==> config.mk <==
export PLATFORM = sky130hd
export DESIGN_NAME = dma_writeback
export DESIGN_NICKNAME = d
export VERILOG_FILES = /design/src/rtl/dma_writeback.sv
export SDC_FILE = /design/constraint.sdc
export NUM_CORES = 1
export LEC_CHECK = 0
export ABC_AREA = 1
export CORE_MARGIN = 2
export CORE_UTILIZATION = 48
export CTS_CLUSTER_DIAMETER = 200
export CTS_CLUSTER_SIZE = 40
export DETAILED_ROUTE_END_ITERATION = 16
export PLACE_DENSITY = 0.75
export SYNTH_ARGS = -nofsm -noshare
export SYNTH_HDL_FRONTEND = slang
export SYNTH_SLANG_ARGS = --single-unit
==> constraint.sdc <==
create_clock -name i_clk -period 2.8 [get_ports i_clk]
set_clock_uncertainty 0.2 [all_clocks]
set_input_delay 0.56 -clock i_clk [delete_from_list [all_inputs] [get_ports i_clk]]
set_output_delay 0.56 -clock i_clk [all_outputs]
set_load 0.05 [all_outputs]
==> src/rtl/dma_writeback.sv <==
// dma_writeback
//   Result write-back DMA. On an accepted start it reads NB result banks in
//   turn (bank 0 first) through a synchronous read port with 1-cycle latency.
//   It streams the words into ITCM at base, base+1, ... and honours the ITCM
//   ready handshake.
//
// Ports
//   i_clk, i_rst_n      clock, synchronous active-low reset
//   i_wb_start          start request (accepted only in IDLE or DONE)
//   i_bank_length       words per bank, latched at start
//   i_itcm_base         first ITCM word address, latched at start
//   o_wb_busy           transfer in progress (READ or DRAIN)
//   o_wb_finish         sticky done flag, cleared by the next accepted start
//   o_bank_sel          one-hot bank being read (zero outside READ)
//   o_rd_en             bank read strobe
//   o_rd_addr           word address inside the selected bank
//   i_rd_data           read data, valid the cycle after o_rd_en
//   o_itcm_we           ITCM write request
//   o_itcm_addr         ITCM write address
//   o_itcm_wdata        ITCM write data
//   i_itcm_ready        ITCM accepts the write this cycle
//   o_dbg_state         current FSM state, for debug and checkers
//
// Handshake: an ITCM write transfers on every cycle where o_itcm_we and
// i_itcm_ready are both high. While o_itcm_we is high and ready is low,
// o_itcm_addr and o_itcm_wdata hold stable and o_itcm_we stays high.
module dma_writeback #(
    parameter int DW = 16,
    parameter int AW = 16,
    parameter int NB = 4
) (
    input  logic          i_clk,
    input  logic          i_rst_n,
    input  logic          i_wb_start,
    input  logic [AW-1:0] i_bank_length,
    input  logic [AW-1:0] i_itcm_base,
    output logic          o_wb_busy,
    output logic          o_wb_finish,
    output logic [NB-1:0] o_bank_sel,
    output logic          o_rd_en,
    output logic [AW-1:0] o_rd_addr,
    input  logic [DW-1:0] i_rd_data,
    output logic          o_itcm_we,
    output logic [AW-1:0] o_itcm_addr,
    output logic [DW-1:0] o_itcm_wdata,
    input  logic          i_itcm_ready,
    output logic [1:0]    o_dbg_state
);

    typedef enum logic [1:0] {
        S_IDLE  = 2'd0,
        S_READ  = 2'd1,
        S_DRAIN = 2'd2,
        S_DONE  = 2'd3
    } state_e;

    state_e        state_q, state_d;
    logic [AW-1:0] len_q, len_d;
    logic [AW-1:0] base_q, base_d;
    logic [AW-1:0] rd_addr_q, rd_addr_d;
    logic [AW-1:0] wr_cnt_q, wr_cnt_d;
    logic [NB-1:0] bank_sel_q, bank_sel_d;
    logic          in_flight_q;

    logic [DW-1:0] fifo_mem_q [2];
    logic          fifo_wr_ptr_q;
    logic          fifo_rd_ptr_q;
    logic [1:0]    fifo_cnt_q;

    logic          push;
    logic          pop;
    logic          rd_en;
    logic          last_addr;
    logic          last_bank;
    logic [2:0]    occupancy;

    assign push      = in_flight_q;
    assign pop       = (fifo_cnt_q != 2'd0) && i_itcm_ready;
    assign occupancy = {1'b0, fifo_cnt_q} + {2'b0, in_flight_q};

    // Credit check: a new read may issue only if every word already owed to
    // the FIFO, plus this one, fits in its two entries. This counts the
    // entries held, the read in flight and the entry that leaves this cycle.
    assign rd_en     = (state_q == S_READ) && (occupancy <= (3'd1 + {2'b0, pop}));

    assign last_addr = (rd_addr_q == (len_q - 1'b1));
    assign last_bank = bank_sel_q[NB-1];

    always_comb begin
        state_d    = state_q;
        len_d      = len_q;
        base_d     = base_q;
        rd_addr_d  = rd_addr_q;
        bank_sel_d = bank_sel_q;
        wr_cnt_d   = pop ? (wr_cnt_q + 1'b1) : wr_cnt_q;

        case (state_q)
            S_IDLE, S_DONE: begin
                if (i_wb_start) begin
                    len_d     = i_bank_length;
                    base_d    = i_itcm_base;
                    wr_cnt_d  = '0;
                    rd_addr_d = '0;
                    if (i_bank_length != '0) begin
                        state_d    = S_READ;
                        bank_sel_d = NB'(1);
                    end else begin
                        state_d = S_DONE;
                    end
                end
            end
            S_READ: begin
                if (rd_en) begin
                    if (last_addr) begin
                        // Move on to the next bank with no idle cycle.
                        rd_addr_d = '0;
                        if (last_bank) begin
                            bank_sel_d = '0;
                            state_d    = S_DRAIN;
                        end else begin
                            bank_sel_d = bank_sel_q << 1;
                        end
                    end else begin
                        rd_addr_d = rd_addr_q + 1'b1;
                    end
                end
            end
            S_DRAIN: begin
                // Go to DONE on the edge that retires the last word, so finish
                // shows in the cycle right after the final acceptance.
                if (!in_flight_q &&
                    ((fifo_cnt_q == 2'd0) || ((fifo_cnt_q == 2'd1) && pop))) begin
                    state_d = S_DONE;
                end
            end
            default: state_d = S_IDLE;
        endcase
    end

    always_ff @(posedge i_clk) begin
        if (!i_rst_n) begin
            state_q       <= S_IDLE;
            len_q         <= '0;
            base_q        <= '0;
            rd_addr_q     <= '0;
            wr_cnt_q      <= '0;
            bank_sel_q    <= '0;
            in_flight_q   <= 1'b0;
            fifo_mem_q[0] <= '0;
            fifo_mem_q[1] <= '0;
            fifo_wr_ptr_q <= 1'b0;
            fifo_rd_ptr_q <= 1'b0;
            fifo_cnt_q    <= 2'd0;
        end else begin
            state_q     <= state_d;
            len_q       <= len_d;
            base_q      <= base_d;
            rd_addr_q   <= rd_addr_d;
            wr_cnt_q    <= wr_cnt_d;
            bank_sel_q  <= bank_sel_d;
            in_flight_q <= rd_en;
            if (push) begin
                fifo_mem_q[fifo_wr_ptr_q] <= i_rd_data;
                fifo_wr_ptr_q             <= ~fifo_wr_ptr_q;
            end
            if (pop) begin
                fifo_rd_ptr_q <= ~fifo_rd_ptr_q;
            end
            fifo_cnt_q <= fifo_cnt_q + {1'b0, push} - {1'b0, pop};
        end
    end

    assign o_wb_busy    = (state_q == S_READ) || (state_q == S_DRAIN);
    assign o_wb_finish  = (state_q == S_DONE);
    assign o_bank_sel   = bank_sel_q;
    assign o_rd_en      = rd_en;
    assign o_rd_addr    = rd_addr_q;
    assign o_itcm_we    = (fifo_cnt_q != 2'd0);
    assign o_itcm_addr  = base_q + wr_cnt_q;
    assign o_itcm_wdata = fifo_mem_q[fifo_rd_ptr_q];
    assign o_dbg_state  = state_q;

endmodule

==> results by group <==
Cells and area
  – Final instance area: 0.00854 mm²
  – Most common cell after layout, fill and taps aside: nor2_1
  – Area delta synth->final: 41.3%
  – FILL cells: 998
  – Final cell count without fillers: 1106
  – N_diodes: 0
  – Commonest cells after routing, fill and taps aside: 133 x nor2_1, 113 x nand2_1, 93 x inv_1
  – Share of layout cells above drive strength 1: between 20 and 25%
  – Core Util, Final: 68.5%
  – Layout net count: between 1000 and 1500

STA
  – Final Critical Period: 3180 ps
  – RSZ-0062 raised after global routing: true
  – Worst-margin pin slew: 657 ps
  – Fin worst setup slack: -384 ps
  – Max-slew violation count: 0
  – Setup-failing EPs final: 11
  – Slew headroom: 56.1%
  – Final Hold Fails: 0
  – Fmax: 314 MHz
  – Post-route setup TNS: -2520 ps
  – Tcrit/Tclk final: 114%
  – Worst hold slack: between 200 and 300 ps

Drt
  – Average wire per standard cell: about 14 µm
  – Post-Route WL: 15.4 mm
  – Via density per instance: 4.95
  – Drt pass-1 iters: 5
  – Routed Antenna Nets: 0
  – DRC Markers: 0
  – Starting DRT DRC Count: 325
  – Routed via count: approximately 5500

Critical path
  – Crit Path Max Fanout: 3
  – Startpoint types: flop
  – Crit path required time: 2040 ps
  – Crit. End Element: output port
  – Reg2reg setup slack: approximately 170 ps
  – WS Path Type: reg -> out
  – Critical path arrival: 2420 ps

Placement
  – Buffers on Ports: 109
  – Placed insts: 1081
  – DP HPWL: ~11 mm
  – Final GP Congestion: roughly 0.88
  – Placed cell areas: 0.00781 mm²

Synth
  – Post-synthesis sequential area ratio: 41.0%
  – Mapped Area: 0.00605 mm²
  – Number of synthesized flops with an enable pin: 32
  – Syn Area/Cell: slightly below 8 µm²
  – Yosys warning count: 0
  – Register bit count reported by yosys: roughly 110
  – Post-synth top area cell: dfxtp_1
  – Main synth FF type: dfxtp_1
  – Async S/R FF share, synth: 0%
  – Share of the synthesized area in the top cell type: 25.2%
  – Cell variety after synth: 39
  – Cells after Synth: 777
  – Net Count, Synth: around 860
  – Largest cells by area after synthesis: dfxtp_1 25%, edfxtp_1 16%, nor2_1 8.4%

Clocking
  – CTS tree: done
  – Hold buffer count at cts: 0
  – CTS sink count: between 100 and 150
  – Number of CTS-inserted buffers: 9
  – Clock Root Buffer: clkbuf_16
  – Clk Latency, worst-skew pair: around 350 ps
  – H-tree levels: 3
  – Clk buf depth: 2
  – Clock-pin slew on the worst setup and hold paths: 70 ps

Die
  – DIE WIDTH: around 120 µm
  – Starting density of the core: between 40% and 50%
  – Die height: 116 µm
  – Core Area: 0.0125 mm²
  – Die area: 0.0135 mm²
  – Top-Level Pins: 110
  – Rows: 41

Power and ir drop
  – PwrDens: 851 mW/mm²
  – Total leakage power: 0.00369 µW
  – Maximum VDD drop: 0.423 mV

Global routing
  – Global routing's busiest layer: met2
  – Met3 Resource Use GR: around 4.5%
  – Met2 Usage GRT: 38.4%
  – Initial antenna violation count: 0
  – Overall Global Routing Usage: around 22%
  – First-pass GRT wire length: between 20 and 25 mm
  – Grt ovf: 0
  – Vias in the first global route: between 5000 and 6000
  – Largest net degree at the start of global routing: between 40 and 50
  – Met1 usage: 29.4%

Status
  – Status: complete, but fails checks
  – Failing checks: negative setup slack

Job
  – Max Cap Viol: 0

Min path
  – Hold Path Class: reg -> reg
-- cell usage after synthesis, types with 10 or more instances --
cell type and n:
a21oi_1 42, nand4_1 10, xnor2_1 10, dfxtp_1 76, mux2_2 16, clkbuf_1 14, inv_1 96, ha_1 27
nor2_1 135, nor2_2 15, edfxtp_1 32, nand2_1 127, xor2_1 28, nor3_1 12, nand3_1 29, o21ai_0 51
-- worst max-delay path: stages, from the launching register on --
cell and delay, ps:
dfxtp_2 360, ha_4 140, inv_2 30, fa_2 360, o21ai_4 170, a21oi_2 70, o21bai_2 190, nand2_1 90
nand2_2 70, nand2_2 60, nand2_4 80, buf_12 110, xor2_4 170, buf_12 150
-- worst paths after layout --
check / from / cells past startpoint / to
setup / recovery: base_q[0]$_SDFFE_PN0P_ / 13 / o_itcm_addr[10]
setup reg to reg: fifo_cnt_q[0]$_SDFF_PN0_ / 16 / o_rd_addr[14]$_SDFFE_PN0P_
hold / removal: fifo_rd_ptr_q$_SDFFE_PN0P_ / 1 / fifo_rd_ptr_q$_SDFFE_PN0P_
hold reg to reg: fifo_rd_ptr_q$_SDFFE_PN0P_ / 1 / fifo_rd_ptr_q$_SDFFE_PN0P_
-- layout make-up --
type / instances / area (µm²) / share of cell area, %
inverters: 101 / 382 / 4.47
clock inverters: 7 / 97.6 / 1.14
clock buffers: 9 / 225 / 2.64
flip-flops and latches: 108 / 2490 / 29.2
multi-input cells: 551 / 3510 / 41.1
well taps: 172 / 215 / 2.52
repair buffers: 158 / 1620 / 19.0
-- flip-flops by register name (all words and copies together) (netlist names), named ones only --
signal,count
o_rd_addr,16
in_flight_q,1
o_dbg_state,2
fifo_wr_ptr_q,1
fifo_rd_ptr_q,1
o_bank_sel,4
len_q,16
fifo_mem_q,32
wr_cnt_q,16
fifo_cnt_q,2
base_q,16
-- repair_timing --
action / in CTS / in global routing
pin swaps: 22 / 20
resized for setup: 39 / 38
setup buffers: 13 / 7
setup endpoints to repair: 11 / 22
-- logic make-up (layout without fill, tap and decap cells) --
logic type      Yosys count  count (layout)  synth area share (%)
buf+inv                 118             275                  7.67
xor+xnor                 38              38                  5.50
mux                      16              16                  2.98
simple gates            364             364                  27.4
flops                   108             108                  41.0
compound gates          104             104                  9.12
fa+ha+maj                29              29                  6.25
-- routing by layer --
layer | part of all wire, % | up-vias
met3 | 5.7 | 18
met4 | 1.7 | 0
met5 | 0 | -
met1 | 44 | 2493
met2 | 48 | 148
li1 | - | 2816
-- where the power goes --
part	total [µW]	leakage [µW]	switching [µW]	internal, µW
clock network	1380	0.000154	594	789
logic	3760	0.00258	2330	1430
registers	2130	0.000957	238	1890
-- stage by stage --
stage	total power [µW]	worst slack, ps
floorplan	4610	-46.5
finish	7270	-384
global route	7740	-483
global placement	5670	-295
CTS	7200	-379
detailed placement	5720	-358
No activity file was read; power rests on OpenSTA's default activity.
